<file path="config.mk">
export PLATFORM = sky130hd
export DESIGN_NAME = dendrite_arbiter
export DESIGN_NICKNAME = d
export VERILOG_FILES = /design/src/rtl/ucaspian_pkg.sv /design/src/rtl/rr_arbiter.sv /design/src/rtl/dendrite_arbiter.sv
export SDC_FILE = /design/constraint.sdc
export NUM_CORES = 1
export LEC_CHECK = 0
export ABC_CLOCK_PERIOD_IN_PS = 3000
export CAP_MARGIN = 20
export CORE_ASPECT_RATIO = 2
export CORE_MARGIN = 4
export CORE_UTILIZATION = 34
export CTS_CLUSTER_SIZE = 10
export DETAILED_ROUTE_END_ITERATION = 10
export PLACE_DENSITY = 0.83
export SYNTH_ARGS = -nofsm -noshare
export SYNTH_HDL_FRONTEND = slang
export SYNTH_SLANG_ARGS = --single-unit
</file>
<file path="constraint.sdc">
create_clock -name clk -period 3 [get_ports clk]
set_input_delay 0.6 -clock clk [delete_from_list [all_inputs] [get_ports clk]]
set_output_delay 0.6 -clock clk [all_outputs]
set_load 0.1 [all_outputs]
</file>
<file path="src/rtl/ucaspian_pkg.sv">
// Shared uCaspian core constants and the dendrite fire payload.
// Contents:
//   UC_ADDR_W / UC_CHARGE_W : core-wide neuron address and charge widths
//   dend_fire_t             : one fire as held in the dendrite-facing register
//   ptr_width()             : index width for an N-entry pointer (minimum 1)
package ucaspian_pkg;

    localparam int unsigned UC_ADDR_W   = 8;
    localparam int unsigned UC_CHARGE_W = 8;

    // Charge carries one extra bit so both signed synapse and unsigned
    // incoming charges fit without loss.
    typedef struct packed {
        logic [UC_ADDR_W-1:0]          addr;
        logic signed [UC_CHARGE_W:0]   charge;
    } dend_fire_t;

    function automatic int unsigned ptr_width(input int unsigned n);
        return (n > 1) ? $clog2(n) : 1;
    endfunction

endpackage

</file>
<file path="src/rtl/rr_arbiter.sv">
// Combinational round-robin arbiter.
// Ports:
//   req_i     : per-requester request
//   ptr_i     : index where the search starts (highest priority)
//   gnt_o     : one-hot grant, zero when no request
//   nxt_ptr_o : index just after the granted one (wraps), ptr_i when no grant
module rr_arbiter
    import ucaspian_pkg::*;
#(
    parameter int unsigned N = 4,
    localparam int unsigned PTR_W = ptr_width(N)
) (
    input  logic [N-1:0]     req_i,
    input  logic [PTR_W-1:0] ptr_i,
    output logic [N-1:0]     gnt_o,
    output logic [PTR_W-1:0] nxt_ptr_o
);

    // Walk N positions starting at ptr_i; first requester found wins.
    always_comb begin
        logic              found;
        int unsigned       idx;
        logic [PTR_W-1:0]  sel;
        gnt_o     = '0;
        nxt_ptr_o = ptr_i;
        found     = 1'b0;
        idx       = 0;
        sel       = '0;
        for (int unsigned i = 0; i < N; i++) begin
            idx = 32'(ptr_i) + i;
            if (idx >= N) begin
                idx = idx - N;
            end
            sel = PTR_W'(idx);
            if (!found && req_i[sel]) begin
                found      = 1'b1;
                gnt_o[sel] = 1'b1;
                nxt_ptr_o  = (idx == N - 1) ? '0 : PTR_W'(idx + 1);
            end
        end
    end

endmodule

</file>
<file path="src/rtl/dendrite_arbiter.sv">
// Arbitrates NUM_SYN synapse ports plus one external incoming port onto a
// single dendrite unit through a registered output stage (1 fire/cycle).
// The incoming port has priority; synapse ports share round-robin.
// Ports:
//   clk, reset           : clock, synchronous active-high reset
//   enable               : accept new fires (output stage always drains)
//   syn_addr/charge/vld  : packed per-port synapse fires, rdy one-hot out
//   in_addr/charge/vld   : external incoming fire, in_rdy out
//   dend_addr/charge/vld : registered fire to the dendrite, dend_rdy in
//   busy                 : anything pending at input or output
// Optional build macro DENDRITE_ARB_STARVE_EN: after IN_BURST consecutive
// incoming grants with synapses waiting, one synapse grant is forced.
module dendrite_arbiter
    import ucaspian_pkg::*;
#(
    parameter int unsigned NUM_SYN  = 4,
    parameter int unsigned ADDR_W   = UC_ADDR_W,
    parameter int unsigned CHARGE_W = UC_CHARGE_W,
    parameter int unsigned IN_BURST = 8
) (
    input  logic                          clk,
    input  logic                          reset,
    input  logic                          enable,
    input  logic [NUM_SYN*ADDR_W-1:0]     syn_addr,
    input  logic [NUM_SYN*CHARGE_W-1:0]   syn_charge,
    input  logic [NUM_SYN-1:0]            syn_vld,
    output logic [NUM_SYN-1:0]            syn_rdy,
    input  logic [ADDR_W-1:0]             in_addr,
    input  logic [CHARGE_W-1:0]           in_charge,
    input  logic                          in_vld,
    output logic                          in_rdy,
    output logic [ADDR_W-1:0]             dend_addr,
    output logic [CHARGE_W:0]             dend_charge,
    output logic                          dend_vld,
    input  logic                          dend_rdy,
    output logic                          busy
);

    localparam int unsigned PTR_W = ptr_width(NUM_SYN);

    // The output register uses the core-wide fire struct, so widths are pinned.
    if (NUM_SYN < 1 || IN_BURST < 1) begin : g_bad_cfg
        $error("dendrite_arbiter: NUM_SYN and IN_BURST must be >= 1");
    end
    if (ADDR_W != UC_ADDR_W || CHARGE_W != UC_CHARGE_W) begin : g_bad_width
        $error("dendrite_arbiter: ADDR_W/CHARGE_W must match ucaspian_pkg");
    end

    dend_fire_t         fire_q, fire_d, syn_fire_c;
    logic               vld_q, vld_d;
    logic [PTR_W-1:0]   rr_ptr_q, rr_ptr_d, rr_nxt_c;
    logic [NUM_SYN-1:0] rr_gnt_c;
    logic               accept_c, any_syn_c, block_in_c, in_gnt_c, syn_gnt_c;

    assign any_syn_c = |syn_vld;
    // Output stage empty or draining this cycle; nothing accepted in reset.
    assign accept_c  = enable & ~reset & (~vld_q | dend_rdy);

`ifdef DENDRITE_ARB_STARVE_EN
    localparam int unsigned BURST_W = $clog2(IN_BURST + 1);
    logic [BURST_W-1:0] burst_cnt_q, burst_cnt_d;

    assign block_in_c = any_syn_c & (burst_cnt_q == BURST_W'(IN_BURST));

    // Count incoming grants only while synapses are left waiting.
    always_comb begin
        burst_cnt_d = burst_cnt_q;
        if (in_gnt_c) begin
            burst_cnt_d = any_syn_c ? burst_cnt_q + BURST_W'(1) : '0;
        end else if (syn_gnt_c) begin
            burst_cnt_d = '0;
        end
    end

    always_ff @(posedge clk) begin
        if (reset) begin
            burst_cnt_q <= '0;
        end else begin
            burst_cnt_q <= burst_cnt_d;
        end
    end
`else
    assign block_in_c = 1'b0;
`endif

    rr_arbiter #(.N(NUM_SYN)) u_rr (
        .req_i     (syn_vld),
        .ptr_i     (rr_ptr_q),
        .gnt_o     (rr_gnt_c),
        .nxt_ptr_o (rr_nxt_c)
    );

    assign in_gnt_c  = accept_c & in_vld & ~block_in_c;
    assign syn_rdy   = (accept_c & ~in_gnt_c) ? rr_gnt_c : '0;
    assign syn_gnt_c = |syn_rdy;
    assign in_rdy    = in_gnt_c;
    assign busy      = vld_q | in_vld | any_syn_c;

    // One-hot select of the granted synapse fire, charge sign-extended.
    always_comb begin
        syn_fire_c = '0;
        for (int unsigned i = 0; i < NUM_SYN; i++) begin
            if (rr_gnt_c[i]) begin
                syn_fire_c.addr   = syn_addr[i*ADDR_W +: ADDR_W];
                syn_fire_c.charge = {syn_charge[i*CHARGE_W + CHARGE_W - 1],
                                     syn_charge[i*CHARGE_W +: CHARGE_W]};
            end
        end
    end

    // Output register next state: load on grant, clear valid on drain.
    always_comb begin
        fire_d   = fire_q;
        vld_d    = vld_q;
        rr_ptr_d = rr_ptr_q;
        if (in_gnt_c) begin
            fire_d.addr   = in_addr;
            fire_d.charge = {1'b0, in_charge};
            vld_d         = 1'b1;
        end else if (syn_gnt_c) begin
            fire_d   = syn_fire_c;
            vld_d    = 1'b1;
            rr_ptr_d = rr_nxt_c;
        end else if (dend_rdy) begin
            vld_d = 1'b0;
        end
    end

    always_ff @(posedge clk) begin
        if (reset) begin
            fire_q   <= '0;
            vld_q    <= 1'b0;
            rr_ptr_q <= '0;
        end else begin
            fire_q   <= fire_d;
            vld_q    <= vld_d;
            rr_ptr_q <= rr_ptr_d;
        end
    end

    assign dend_addr   = fire_q.addr;
    assign dend_charge = fire_q.charge;
    assign dend_vld    = vld_q;

endmodule
</file>
After elaboration in Yosys (flattened, before gate mapping)
Cells that the tools add are included.

cells by class
  magnitude comparators = 12
  reduce and logical (&&, ||, !) cells = 17
  eq/ne operators = 4
  add/subtract/negate cells = 11
  bitwise gates (word level) = 13
  multiplexer cells = 45

operator list
  operator                                                                number
  32-bit by 2-bit equality test with 1-bit output, second input constant  4
  32-bit two-way mux                                                      4
  17-bit two-way mux                                                      6
  32-bit by 3-bit >= comparator with 1-bit output, second input constant  3
  32-bit by 3-bit subtractor with 32-bit output, second input constant    3
  4-bit two-way mux                                                       5
  2-bit two-way mux                                                       8
  1-bit two-way mux                                                       14
  2-bit by 3-bit < comparator with 1-bit output, second input constant    4
  4-bit bitwise OR                                                        3
  2-bit by 1-bit adder with 2-bit output, second input constant           4
  1-bit binary-select mux with 2-bit select                               4
  1-bit demux with 2-bit select                                           4
  2-bit by 1-bit >= comparator with 1-bit output, second input constant   4
  4-bit OR reduction                                                      2
  1-bit logical AND                                                       7
  2-bit by 2-bit adder with 3-bit output, second input constant           2
  1-bit bitwise AND                                                       4
  4-bit nonzero test                                                      1
  2-bit by 3-bit subtractor with 4-bit output, second input constant      1
  2-bit by 1-bit adder with 3-bit output, second input constant           1
  2-bit by 3-bit >= comparator with 1-bit output, second input constant   1
  1-bit zero test                                                         3
  1-bit inverter                                                          3
  5 further kinds                                                         7

word-level totals
  logic and storage cells = 107
  bits of input ports = 89
  bits in registers = 20
  output and inout bits = 24

Logic depth before layout (Yosys ltp)
  depth after elaboration = 20
  gate-level depth with buffers = 11

Hierarchy
A second synthesis with hierarchy kept.

unflattened totals
  cells, all modules = 216
  area total of the unflattened synthesis = 1881.8 um^2

modules (own cells, without submodules)
  module            seq. area each (um^2)  instances  area each (um^2)  cells each
  dendrite_arbiter  400.4                  1          1326.3            144
  rr_arbiter        0.0                    1          555.5             72

Worst setup path after synthesis
Ideal clock, no wire load.

  path type = register to output
  start = register rr_ptr_q[0]
  end = output syn_rdy[0]
  path buffers = 2
  stages on the path, launching flop included = 10
  path slack = -1338 ps
  data required time = 2400 ps
  arrival = 3738 ps
  cell sequence = dfxtp_1 -> inv_1 -> ha_1 -> or3b_1 -> a2111o_1 -> nand3_2 -> a221oi_1 -> buf_2 -> buf_2 -> nor2_1

on the way
  cells in the longest elaborated chain, start to end = 15
  elaborated cells between the ends (all ways) = 60
  classes of those cells = 7 x add/sub; 12 x order compare; 28 x mux; 3 x bitwise; 10 x reduce/logical

RTL lines
  what                                                                                    RTL line                 RTL
  from (decl)                                                                             dendrite_arbiter.sv:51   logic [PTR_W-1:0] rr_ptr_q, rr_ptr_d, rr_nxt_c;
  from (signal assigned)                                                                  dendrite_arbiter.sv:137  rr_ptr_q <= rr_ptr_d;
  branches (longest 13 deep; another with 32-bit by 3-bit subtractor with 32-bit output)  --
  4-bit two-way mux *                                                                     rr_arbiter.sv:35         if (!found && req_i[sel]) begin
  4-bit two-way mux *                                                                     dendrite_arbiter.sv:94   assign syn_rdy = (accept_c & ~in_gnt_c) ? rr_gnt_c : '0;
  to (decl)                                                                               dendrite_arbiter.sv:27   output logic [NUM_SYN-1:0] syn_rdy,

Mark *: on every way between the ends. The select of a mux whose other input is x is not followed.

Worst setup path in the final report
  start = input syn_vld[0]
  end = output syn_rdy[3]

on the way
  cells in the longest elaborated chain, start to end = 13
  elaborated cells between the ends (all ways) = 25
  classes of those cells = 16 x mux; 3 x bitwise; 6 x reduce/logical

RTL lines
  what                                       RTL line                RTL
  from (decl)                                dendrite_arbiter.sv:26  input logic [NUM_SYN-1:0] syn_vld,
  1-bit binary-select mux with 2-bit select  rr_arbiter.sv:35
  1-bit two-way mux (not written as such)    rr_arbiter.sv:35
  1-bit two-way mux                          rr_arbiter.sv:35
  1-bit zero test                            rr_arbiter.sv:35
  1-bit logical AND                          rr_arbiter.sv:35
  1-bit two-way mux                          rr_arbiter.sv:35
  1-bit zero test                            rr_arbiter.sv:35
  1-bit logical AND                          rr_arbiter.sv:35
  1-bit two-way mux                          rr_arbiter.sv:35
  1-bit zero test                            rr_arbiter.sv:35
  1-bit logical AND                          rr_arbiter.sv:35
  4-bit two-way mux *                        rr_arbiter.sv:35
  4-bit two-way mux *                        dendrite_arbiter.sv:94

Every way passes the cells marked *; elsewhere a longest branch is shown, timed or not. The select of a mux whose other input is x is not followed.

==> flow_summary.yaml <==
floorplan:
  start_util_pct: 35.38
  die-area_um2: 6705
  pin_count: 113
  coreArea_um2: 5185
  rows: 37
  die_w_um: 59.94
  die_y_um: 111.9
power_and_ir_drop:
  seqPwrFrac_pct: 19.2
  pwr-share-clk_pct: 14.1
  pwr-share-comb_pct: 66.7
  power_switching_mw: 0.7937
  powerDensity_nw_per_um2: 468.6
  p_leak_nw: 1.471
  p_int_mw: 0.9008
  power.total_mw: 1.694
  power.share.switching_pct: 46.84
  worst_ir_drop_vdd_uv: 383.6
synthesis:
  syn_inst: 224
  synth_cell_type_count: 52
  synth_seq_cells: 20
  synth_top_area_cell: "dfxtp_1"
  synthArstFlopShare_pct: 0
  avgSynthCellArea_um2: 8.189
  ys.warnings.count: 0
  syn_area_um2: 1834
  yosysMostFrequentCell: "inv_1"
  synth-seq-area-share_pct: 21.83
  synth_edf_count: 0
  synth_nets: 318
  synth.area.top_cells: "dfxtp_1 22%, o211ai_2 6.8%, a22oi_1 6.1%"
  synth_ff_type: "dfxtp_1"
  ys_top_cells_by_count: "21 x inv_1, 20 x dfxtp_1, 16 x nand3_1"
  synth_top_area_share_pct: 21.83
critical_path:
  cp.required_ps: 2400
  start_kind: "input port"
  cp-startpoint: "syn_vld[0]"
  rr_endpoint: "rr_ptr_q[0]"
  rr_startpoint: "rr_ptr_q[0]"
  endpoint: "syn_rdy[3]"
  worstPathArrival_ps: 2430
  rrSetupSlack_ps: 100
  endpoint_kind: "output pin"
  worst-setup-path-type: "input port to output pin"
  reg2reg_depth: 11
  crit_fanout: 7
clocking:
  clock_latency_ps: 260
  clk_pin_slew_ps: 80
  cts_max_path_buffers: 2
  root_buffer: "clkbuf_8"
  cts_tree: "done"
  numCtsBuffers: 3
  cts_htree_levels: 1
  clkSinkCount: 20
sta:
  hold_viol_final: 0
  rsz0062_at_grt: "true"
  report.final.slew_viol_count: 0
  slew_headroom_pct: 63.48
  tightest_slew_ps: 540.9
  finalCritPeriodShare_pct: 101.1
  setup_viol: 2
  fin_crit_ps: 3032
  fmax_mhz: 329.8
  setup_slack_ps: -32.05
  fin_worst_skew_ps: 7.158
cells_and_area:
  ff_latch_area_um2: 407.9
  layout-drive-gt1-share_pct: 32.27
  multi_input_comb_area_um2: 1411
  num_antenna_cells: 0
  area_growth_pct: 97.14
  fin_area_um2: 3616
  utilization_pct: 69.74
  final_nets: 470
  fillers: 399
placement:
  gp_congestion: 0.8708
  post-place-ws_ps: -555.3
  dp_hpwl_um: 6499
  postPlaceCellArea_um2: 3352
  port_buffers: 112
route:
  drc_errors: 0
  first_iter_violations: 74
  totalWireLength_um: 8150
  routed_via_density: 5.688
  wire_per_inst_um: 18.82
  postRouteAntennaNets: 0
  vias: 2463
  drt-pass1-iter-count: 4
global_route:
  grt_pass1_wl_um: 12240
  antenna_found_initial: 0
  grt_max_degree: 19
  grt_usage_pct: 24.17
  overflow: 0
  grt_pass1_vias: 2623
outcome:
  violations: "negative setup slack"
  outcome: "complete, but fails checks"
job:
  cap_violations: 0
min_path:
  hp-class: "flip-flop to flip-flop"
## critical path, cell delays in order
cell	delay [ps]
clkdlybuf4s15_2	240
nand2b_1	170
mux4_2	520
or3b_4	440
a31oi_4	250
buf_12	210
## worst min-delay path by stage
stage | slack, ps | end | depth (start not counted) | startpoint
after floorplan | 510 | rr_ptr_q[1] | 2 | rr_ptr_q[1]
after global placement | 470 | dend_charge[8] | 2 | dend_charge[8]
after detailed placement | 480 | dend_charge[8] | 2 | dend_charge[8]
after CTS | 490 | dend_charge[8] | 2 | dend_charge[8]
after global routing | 510 | dend_charge[8] | 2 | dend_charge[8]
final | 490 | dend_charge[8] | 2 | dend_charge[8]
## layout make-up
cell class	count	area share [%]
Tap cell	58	2.007
Multi-Input combinational cell	168	39.03
Clock buffer	4	1.834
Sequential cell	20	11.28
Timing Repair Buffer	162	43.46
Inverter	21	2.388
## placed cells by master, fill, tap and decap left out, drive strengths merged, types with 4 or more instances in the layout
| cell | instances |
|---|---|
| nand3 | 17 |
| o211ai | 16 |
| nor3 | 5 |
| inv | 21 |
| o21ai | 16 |
| clkbuf | 4 |
| clkdlybuf4s50 | 84 |
| a22oi | 15 |
| dfxtp | 20 |
| o22ai | 15 |
| buf | 75 |
| nor3b | 14 |
| nand2 | 5 |
| nor2 | 13 |
| ha | 5 |
| nand2b | 6 |
## logic make-up (layout without fill, tap and decap cells)
logic type                 Yosys count  in the layout  synth area share, %
xor gates and xnor gates             1              1               0.4776
adders and majority gates            5              5                3.411
muxes                                4              4                4.502
buffers and inverters               36            187                8.732
AOI/OAI and AO/OA                   87             87                38.61
DFF                                 20             20                21.83
and+or+nand+nor                     71             71                22.44
## metrics by stage
| step | setup TNS, ps | hold WS, ps | std cells |
|---|---|---|---|
| floorplan | -77.32 | 506.4 | 224 |
| detailed placement | -9579 | 481.2 | 412 |
| finish | -40.93 | 491.2 | 433 |
| CTS | -28.50 | 493.7 | 428 |
| global placement | -8329 | 473.4 | 412 |
| global route | -243.7 | 513.4 | 433 |
## power groups by stage
stage          clock network [mW]  logic (mW)  registers [mW]
2_1_floorplan                   0       0.428           0.568
3_3_place_gp                    0        1.04           0.329
3_5_place_dp                    0        1.06           0.330
4_1_cts                     0.239        1.10           0.324
5_1_grt                     0.251        1.19           0.328
6_report                    0.240        1.13           0.325
## what timing repair did
action / CTS / global route
buffers inserted: 13 / 5
pin swaps: 10 / 4
setup endpoints to repair: 23 / 10
resized for setup: 25 / 3
hold buffers: 0 / 0
gates cloned: 0 / 0
## per-layer routing
layer | global-route usage [%] | wire, um | vias to the layer above
li1 | - | - | 1160
met1 | 19.86 | 2487 | 1141
met2 | 44.87 | 4395 | 128
met3 | 7.077 | 646 | 34
met4 | 16.86 | 620 | 0
met5 | 0 | 0 | -
## registers in the layout (all words and copies together), names as in the netlist
register and count:
dend_charge 9, dend_addr 8, rr_ptr_q 2, dend_vld 1
Power figures use the tool's default switching activity.
